### src/rtl/branch_predictor_pkg.sv
// Shared types and constants for the IF-stage branch predictor.
// Latency: none (declarations only).
// Backpressure: none (declarations only).
package branch_predictor_pkg;

  // 2-bit direction counter states, strongly not-taken .. strongly taken.
  typedef enum logic [1:0] {
    BP_CTR_SNT = 2'b00,
    BP_CTR_WNT = 2'b01,
    BP_CTR_WT  = 2'b10,
    BP_CTR_ST  = 2'b11
  } bp_ctr_e;

  // Counter value after reset, and the value a freshly allocated entry starts with.
  localparam bp_ctr_e BP_CTR_INIT  = BP_CTR_WNT;
  localparam bp_ctr_e BP_CTR_ALLOC = BP_CTR_WT;

  // Sequential fall-through address; wraps 0xFFFFFFFC -> 0x00000000.
  function automatic logic [31:0] bp_pc_plus4(input logic [31:0] pc);
    return pc + 32'd4;
  endfunction

endpackage

### src/rtl/branch_predictor_if.sv
// Bundle between the pipeline (fetch lookup + EX resolve) and the branch predictor.
// Latency: none (wires only).
// Backpressure: none; the pipeline owns stalls and marks real EX work with ex_valid.
//
// Ports (from the predictor's side, modport slave):
//   in : if_pc, ex_valid, ex_is_branch, ex_pc, ex_taken, ex_target, ex_pred_taken, ex_pred_target
//   out: pred_taken, pred_target, mispredict, redirect_pc, branch_cnt, mispred_cnt
interface branch_predictor_if #(
  parameter int CNT_W = 32
);
  logic [31:0]      if_pc;
  logic             pred_taken;
  logic [31:0]      pred_target;
  logic             ex_valid;
  logic             ex_is_branch;
  logic [31:0]      ex_pc;
  logic             ex_taken;
  logic [31:0]      ex_target;
  logic             ex_pred_taken;
  logic [31:0]      ex_pred_target;
  logic             mispredict;
  logic [31:0]      redirect_pc;
  logic [CNT_W-1:0] branch_cnt;
  logic [CNT_W-1:0] mispred_cnt;

  // Pipeline side.
  modport master (
    output if_pc, ex_valid, ex_is_branch, ex_pc, ex_taken, ex_target,
           ex_pred_taken, ex_pred_target,
    input  pred_taken, pred_target, mispredict, redirect_pc, branch_cnt, mispred_cnt
  );

  // Predictor side.
  modport slave (
    input  if_pc, ex_valid, ex_is_branch, ex_pc, ex_taken, ex_target,
           ex_pred_taken, ex_pred_target,
    output pred_taken, pred_target, mispredict, redirect_pc, branch_cnt, mispred_cnt
  );
endinterface

### src/rtl/bp_sat_ctr.sv
// Next-state function of one 2-bit saturating direction counter.
// Latency: combinational.
// Backpressure: none.
//
// Ports:
//   i_ctr   current counter state
//   i_taken resolved branch direction
//   o_ctr   next counter state (+1 on taken, -1 on not-taken, clamped at 00/11)
module bp_sat_ctr
  import branch_predictor_pkg::*;
(
  input  bp_ctr_e i_ctr,
  input  logic    i_taken,
  output bp_ctr_e o_ctr
);

  always_comb begin
    o_ctr = i_ctr;
    case (i_ctr)
      BP_CTR_SNT: o_ctr = i_taken ? BP_CTR_WNT : BP_CTR_SNT;
      BP_CTR_WNT: o_ctr = i_taken ? BP_CTR_WT  : BP_CTR_SNT;
      BP_CTR_WT:  o_ctr = i_taken ? BP_CTR_ST  : BP_CTR_WNT;
      BP_CTR_ST:  o_ctr = i_taken ? BP_CTR_ST  : BP_CTR_WT;
      default:    o_ctr = i_ctr;
    endcase
  end

endmodule

### src/rtl/branch_predictor.sv
// IF-stage direction/target predictor: direct-mapped BTB with 2-bit counters, trained from EX.
// Latency: lookup and mispredict/redirect are combinational; training lands at the next clock edge.
// Backpressure: none; EX work is only consumed when ex_valid & ex_is_branch.
//
// Ports:
//   clk, rst  rising-edge clock, synchronous active-high reset
//   bp        branch_predictor_if.slave: fetch lookup (if_pc -> pred_*), EX resolve
//             (ex_* -> mispredict/redirect_pc), statistics (branch_cnt, mispred_cnt)
module branch_predictor
  import branch_predictor_pkg::*;
#(
  parameter int IDX_W = 6,
  parameter int CNT_W = 32
) (
  input logic               clk,
  input logic               rst,
  branch_predictor_if.slave bp
);

  localparam int ENTRIES = 1 << IDX_W;
  localparam int TAG_W   = 30 - IDX_W;

  // BTB state. Valid and counter bits are reset; tag/target are only
  // meaningful behind a set valid bit, so they carry no reset.
  logic [ENTRIES-1:0]        r_valid;
  logic [ENTRIES-1:0][1:0]   r_ctr;
  logic [TAG_W-1:0]          r_tag    [ENTRIES];
  logic [31:0]               r_target [ENTRIES];

  logic [CNT_W-1:0]          r_branch_cnt;
  logic [CNT_W-1:0]          r_mispred_cnt;

  logic [IDX_W-1:0]          w_if_idx;
  logic [TAG_W-1:0]          w_if_tag;
  logic                      w_if_hit;
  logic                      w_pred_taken;

  logic [IDX_W-1:0]          w_ex_idx;
  logic [TAG_W-1:0]          w_ex_tag;
  logic                      w_ex_hit;
  logic                      w_upd;
  logic                      w_mispredict;
  bp_ctr_e                   w_ex_ctr;
  bp_ctr_e                   w_ctr_next;

  // ------------------------------------------------------------------
  // Fetch-side lookup: reads the array as it stands before this cycle's
  // training write, so a same-index update is only seen next cycle.
  // ------------------------------------------------------------------
  assign w_if_idx     = bp.if_pc[IDX_W+1:2];
  assign w_if_tag     = bp.if_pc[31:IDX_W+2];
  assign w_if_hit     = r_valid[w_if_idx] & (r_tag[w_if_idx] == w_if_tag);
  // Counter MSB set means weakly/strongly taken.
  assign w_pred_taken = ~rst & w_if_hit & r_ctr[w_if_idx][1];

  assign bp.pred_taken  = w_pred_taken;
  assign bp.pred_target = w_pred_taken ? r_target[w_if_idx] : bp_pc_plus4(bp.if_pc);

  // ------------------------------------------------------------------
  // EX-side resolve. Reset suppresses both the flush and any training.
  // ------------------------------------------------------------------
  assign w_ex_idx = bp.ex_pc[IDX_W+1:2];
  assign w_ex_tag = bp.ex_pc[31:IDX_W+2];
  assign w_ex_hit = r_valid[w_ex_idx] & (r_tag[w_ex_idx] == w_ex_tag);
  assign w_upd    = ~rst & bp.ex_valid & bp.ex_is_branch;

  // A correctly predicted not-taken branch carries no meaningful target,
  // so the target only matters when the branch was actually taken.
  assign w_mispredict = w_upd &
                        ((bp.ex_taken != bp.ex_pred_taken) |
                         (bp.ex_taken & (bp.ex_target != bp.ex_pred_target)));

  assign bp.mispredict  = w_mispredict;
  assign bp.redirect_pc = bp.ex_taken ? bp.ex_target : bp_pc_plus4(bp.ex_pc);

  assign bp.branch_cnt  = r_branch_cnt;
  assign bp.mispred_cnt = r_mispred_cnt;

  assign w_ex_ctr = bp_ctr_e'(r_ctr[w_ex_idx]);

  bp_sat_ctr u_sat_ctr (
    .i_ctr   (w_ex_ctr),
    .i_taken (bp.ex_taken),
    .o_ctr   (w_ctr_next)
  );

  // ------------------------------------------------------------------
  // Training and statistics.
  // ------------------------------------------------------------------
  always_ff @(posedge clk) begin
    if (rst) begin
      r_valid       <= '0;
      r_ctr         <= {ENTRIES{BP_CTR_INIT}};
      r_branch_cnt  <= '0;
      r_mispred_cnt <= '0;
    end else if (w_upd) begin
      r_branch_cnt <= r_branch_cnt + CNT_W'(1);
      if (w_mispredict) begin
        r_mispred_cnt <= r_mispred_cnt + CNT_W'(1);
      end

      if (w_ex_hit) begin
        r_ctr[w_ex_idx] <= w_ctr_next;
        if (bp.ex_taken) begin
          r_target[w_ex_idx] <= bp.ex_target;
        end
      end else if (bp.ex_taken) begin
        // Taken miss claims the slot, evicting any alias; not-taken miss
        // leaves the array alone so cold fall-through code costs nothing.
        r_valid[w_ex_idx]  <= 1'b1;
        r_tag[w_ex_idx]    <= w_ex_tag;
        r_target[w_ex_idx] <= bp.ex_target;
        r_ctr[w_ex_idx]    <= BP_CTR_ALLOC;
      end
    end
  end

endmodule

### src/flat_wrapper.sv
// flat-port wrapper written by rule: the top's interface ports become plain ports
module branch_predictor_flat import branch_predictor_pkg::*;
#(
  parameter int IDX_W = 6,
  parameter int CNT_W = 32
)
  (clk, rst, bp_if_pc, bp_ex_valid, bp_ex_is_branch, bp_ex_pc, bp_ex_taken, bp_ex_target, bp_ex_pred_taken, bp_ex_pred_target, bp_pred_taken, bp_pred_target, bp_mispredict, bp_redirect_pc, bp_branch_cnt, bp_mispred_cnt);
  branch_predictor_if #(.CNT_W(CNT_W)) bp_i ();
  input logic clk;
  input logic rst;
  input wire logic [$bits(bp_i.if_pc)-1:0] bp_if_pc;
  input wire logic [$bits(bp_i.ex_valid)-1:0] bp_ex_valid;
  input wire logic [$bits(bp_i.ex_is_branch)-1:0] bp_ex_is_branch;
  input wire logic [$bits(bp_i.ex_pc)-1:0] bp_ex_pc;
  input wire logic [$bits(bp_i.ex_taken)-1:0] bp_ex_taken;
  input wire logic [$bits(bp_i.ex_target)-1:0] bp_ex_target;
  input wire logic [$bits(bp_i.ex_pred_taken)-1:0] bp_ex_pred_taken;
  input wire logic [$bits(bp_i.ex_pred_target)-1:0] bp_ex_pred_target;
  output wire logic [$bits(bp_i.pred_taken)-1:0] bp_pred_taken;
  output wire logic [$bits(bp_i.pred_target)-1:0] bp_pred_target;
  output wire logic [$bits(bp_i.mispredict)-1:0] bp_mispredict;
  output wire logic [$bits(bp_i.redirect_pc)-1:0] bp_redirect_pc;
  output wire logic [$bits(bp_i.branch_cnt)-1:0] bp_branch_cnt;
  output wire logic [$bits(bp_i.mispred_cnt)-1:0] bp_mispred_cnt;
  assign bp_i.if_pc = bp_if_pc;
  assign bp_i.ex_valid = bp_ex_valid;
  assign bp_i.ex_is_branch = bp_ex_is_branch;
  assign bp_i.ex_pc = bp_ex_pc;
  assign bp_i.ex_taken = bp_ex_taken;
  assign bp_i.ex_target = bp_ex_target;
  assign bp_i.ex_pred_taken = bp_ex_pred_taken;
  assign bp_i.ex_pred_target = bp_ex_pred_target;
  assign bp_pred_taken = bp_i.pred_taken;
  assign bp_pred_target = bp_i.pred_target;
  assign bp_mispredict = bp_i.mispredict;
  assign bp_redirect_pc = bp_i.redirect_pc;
  assign bp_branch_cnt = bp_i.branch_cnt;
  assign bp_mispred_cnt = bp_i.mispred_cnt;
  branch_predictor #(.IDX_W(IDX_W), .CNT_W(CNT_W)) u_core (.clk(clk), .rst(rst), .bp(bp_i));
endmodule
### config.mk
export PLATFORM = sky130hd
export DESIGN_NAME = branch_predictor_flat
export DESIGN_NICKNAME = d
export VERILOG_FILES = /design/src/rtl/branch_predictor_pkg.sv /design/src/rtl/branch_predictor_if.sv /design/src/rtl/bp_sat_ctr.sv /design/src/rtl/branch_predictor.sv /design/src/flat_wrapper.sv
export SDC_FILE = /design/constraint.sdc
export NUM_CORES = 2
export LEC_CHECK = 0
export BUFFER_PORTS_ARGS = -buffer_cell sky130_fd_sc_hd__buf_2
export CORE_MARGIN = 2
export CORE_UTILIZATION = 40
export CTS_CLUSTER_DIAMETER = 100
export CTS_CLUSTER_SIZE = 16
export DETAILED_ROUTE_END_ITERATION = 8
export GPL_TIMING_DRIVEN = 0
export PLACE_DENSITY = 0.64
export SLEW_MARGIN = 0
export SYNTH_ARGS = -nofsm -noshare
export SYNTH_HDL_FRONTEND = slang
export SYNTH_SLANG_ARGS = --single-unit
### constraint.sdc
create_clock -name clk -period 7.16 [get_ports clk]
set_input_delay 0.716 -clock clk [delete_from_list [all_inputs] [get_ports clk]]
set_output_delay 0.716 -clock clk [all_outputs]
set_load 0.1 [all_outputs]
==> run_results.csv <==
group,metric,value,unit
run_status,status,"complete, but fails checks",
run_status,violations,"max-capacitance violations, max-slew violations, negative setup slack",
setup_path,rr_startpoint,"u_core.r_tag[58][10]$_DFFE_PP_",
setup_path,critPathSlowestCell,"clkbuf_1",
clock_tree,cts_tree,"done",
logic_synthesis,avgSynthCellArea,19.51,sq um
logic_synthesis,synth_edf_count,3584,
die,coreArea,0.4070,sq mm
die,die_h,643.8,microns
clock_tree,cts_buffers,280,
sta,rsz0062_at_grt,"true",
cells_and_area,multi_input_area,0.04858,sq mm
power,p_int,33.10,mW
setup_path,end_kind,"flop",
setup_path,critPathBufInv,10,
clock_tree,clockBufferDepth,4,
sta,setup_violations,999,
cells_and_area,seqCellArea,0.1127,sq mm
sta,worst_slew_pin_slew,1814,ps
die,rows,234,
placed_design,dp.cells,14400,
clock_tree,hold_buffers,0,
clock_tree,insertion_delay,1030,ps
route,firstDrtPassIters,7,
die,start_util,0.4024,
power,swShare,0.2516,
power,p_comb_frac,0.101,
sta,skew,88.96,ps
cells_and_area,nNetsFinal,9409,
sta,hold-worst-slack,150.8,ps
setup_path,cp-start-kind,"primary input",
sta,min_period,7760,ps
die,die_w,643.8,microns
setup_path,r2r_cells,15,
route,dr_total_vias,106900,
route,drc,0,
die,die-area,0.4145,sq mm
placed_design,gp_congestion,1.009,
setup_path,crit_chain,"buf_2, clkbuf_1, nor3b_2, clkbuf_1, buf_2, nand3_1, nand2_1, nor3_1, xnor2_1, nor4_1, and4_1, nand3_2, nand2_1, buf_2, buf_2, nor3_4, buf_6, buf_4, buf_6, buf_6",
placed_design,io_buffers,256,
setup_path,path_class,"in2reg",
sta,finalWorstSetupSlack,-599.9,ps
sta,maxSlewHeadroom,-0.2091,
global_routing,grt_pass1_vias,99110,
setup_path,path_delay_family,"buffers and inverters",
global_routing,antenna_found_initial,102,
global_routing,grt_max_degree,70,
route,avgViaCountPerCell,7.199,
route,wl_per_cell,49.67,microns
logic_synthesis,async_reset_ff_frac,0,
power,p_seq_frac,0.554,
setup_path,reg2reg_to,"u_core.r_tag[53][7]$_DFFE_PP_",
setup_path,ff2ff_setup_slack,900,ps
power,leakagePower,58.32,nW
setup_path,cp.arrival,8490,ps
worst_hold_path,whs_endpoint,"u_core.bp.branch_cnt[1]$_SDFFE_PP0P_",
worst_hold_path,hold_path_class,"in2reg",
global_routing,grt_pass1_wl,950.4,mm
clock_tree,htree_levels,5,
cells_and_area,nFillCells,34230,
clock_tree,cts.sinks,3840,
clock_tree,root_buffer,"clkbuf_16",
cells_and_area,drive_above_1_share,0.3193,
logic_synthesis,synth_seq_cells,3840,
power,switching_power,11.13,mW
clock_tree,path_clk_slew,80,ps
setup_path,worstPathRequired,7890,ps
global_routing,grt_overflow,0,
worst_hold_path,hold_path_depth,4,
sta,fmax,128.9,MHz
logic_synthesis,ys.flop_type,"edfxtp_1",
setup_path,worstPathMaxFanout,10,
sta,slew_viol_final,265,
sta,period_share,1.084,
job,drv_cap,14,
power,power_frac_clock,0.345,
sta,hold_viol,0,
power,ir_drop,0.2058,mV
logic_synthesis,syn-num-nets,8533,
logic_synthesis,yosys_warnings,0,
route,ant_nets,0,
placed_design,dpl_worst_slack,-2858,ps
logic_synthesis,synth.distinct_cells,81,
logic_synthesis,synth_area,0.1638,sq mm
logic_synthesis,ys_seq_area_frac,0.6885,
global_routing,track_usage,0.3476,
logic_synthesis,postSynthCellCount,8395,
power,powerDensity,237.2,mW/mm^2
die,io_pins,264,
cells_and_area,final_cells,14840,
route,drt_iter0_markers,21970,
setup_path,slowest_delay,1320,ps
setup_path,crit_top_cell,"buf_2",
placed_design,hpwl,512.6,mm
route,wl,737.2,mm
worst_hold_path,min_from,"bp_ex_is_branch",
cells_and_area,area.growth.synth_to_final,13.85,%
## through the flow
stage / TNS (ps) / power, mW / instance area, sq um / utilization
after floorplan: 0 / 27.01 / 163800 / -
after global placement: - / 29.08 / 171800 / 0.4222
after detailed placement: -2378590 / 29.16 / 177500 / 0.4362
after CTS: 0 / 43.83 / 185800 / 0.4565
after global routing: -19.51 / 44.76 / 186300 / 0.4577
final: -202260 / 44.23 / 186400 / 0.4581
## flip-flops by register name, summed over array words and instances (netlist names)
name,cells
u_core.bp.branch_cnt,32
u_core.bp.mispred_cnt,32
u_core.r_ctr,128
u_core.r_tag,1536
u_core.r_target,2048
u_core.r_valid,64
## placed cells by master, fill, tap and decap left out, types with 83 or more instances in the layout
master        n
xor2_1      103
nand3_1     137
clkbuf_1    163
inv_1       128
clkbuf_16   291
a22oi_1     167
edfxtp_1   3584
clkbuf_2    132
o21ai_0      83
mux2i_1     329
buf_12       85
mux4_2     1349
buf_4       172
buf_6       194
dfxtp_1     256
a21oi_1     103
buf_2       354
nand2_1     226
diode_2     100
nor2_1      139
a221oi_1     90
## cells in the mapped netlist (75+ instances only)
library cell | number | share of area
edfxtp_1 | 3584 | 0.66
mux4_2 | 1349 | 0.19
o21ai_0 | 88 | 0.0027
clkbuf_1 | 296 | 0.0068
dfxtp_1 | 256 | 0.031
nand3_1 | 138 | 0.0042
a21oi_1 | 106 | 0.0032
nand2_1 | 227 | 0.0052
a221oi_1 | 93 | 0.0050
nor3_1 | 90 | 0.0028
inv_1 | 150 | 0.0034
xor2_1 | 103 | 0.0055
a22oi_1 | 167 | 0.0077
buf_2 | 172 | 0.0053
xnor2_1 | 87 | 0.0047
mux2i_1 | 337 | 0.021
nor2_1 | 212 | 0.0049
buf_1 | 75 | 0.0017
## power by group through the flow
stage | sequential, mW | combinational (mW) | clock [mW]
2_1_floorplan | 25.0 | 1.99 | 0
4_1_cts | 24.5 | 4.17 | 15.1
6_report | 24.5 | 4.45 | 15.3
3_3_place_gp | 25.0 | 4.04 | 0
5_1_grt | 24.5 | 4.35 | 15.9
3_5_place_dp | 25.0 | 4.12 | 0
## worst max path at each step
stage / startpoint / end / slack [ps] / depth (start not counted)
floorplan: bp_if_pc[2] / bp_pred_taken / 920 / 14
global placement: bp_ex_pc[7] / u_core.r_tag[33][15]$_DFFE_PP_ / -11590 / 13
detailed placement: bp_if_pc[3] / bp_pred_target[2] / -2860 / 15
CTS: bp_if_pc[2] / bp_pred_target[3] / 3 / 21
global route: bp_if_pc[3] / bp_pred_target[7] / -10 / 15
finish: bp_ex_pc[7] / u_core.r_tag[34][15]$_DFFE_PP_ / -600 / 20
## tightest hold or removal path, cell delays in order
cell	delay, ps
buf_2	100
nand2_1	120
nand2_1	100
a21oi_1	60
## metal layers
| layer | up-vias | track usage | routed length (microns) |
|---|---|---|---|
| li1 | 37210 | - | - |
| met1 | 55790 | 0.4135 | 240700 |
| met2 | 10870 | 0.5008 | 312500 |
| met3 | 2948 | 0.1415 | 108500 |
| met4 | 40 | 0.2724 | 74690 |
| met5 | - | 0.006707 | 730 |
## final cells by class
| cell class | count | share of cell area |
|---|---|---|
| Antenna cell | 100 | 0.001342 |
| Buffer | 608 | 0.01872 |
| Clock buffer | 309 | 0.03948 |
| Clock inverter | 17 | 0.001168 |
| Inverter | 152 | 0.003268 |
| Multi-Input combinational cell | 3791 | 0.2606 |
| Sequential cell | 3840 | 0.6048 |
| Tap cell | 5428 | 0.03643 |
| Timing Repair Buffer | 598 | 0.03425 |
## timing repair
item                                     CTS  global route
buffers inserted                          11             0
endpoints found under the setup margin  1516            83
gates cloned                               0             0
resized for setup                        268            62
pin swaps                                  2             0
## logic make-up after synthesis
kind of cell    synth area share
flops                     0.6885
fa+ha+maj              0.0003744
xor+xnor                 0.01016
compound gates           0.04316
mux                       0.2103
buf+inv                  0.02099
simple gates             0.02645
(Power assumes the default switching activity.)
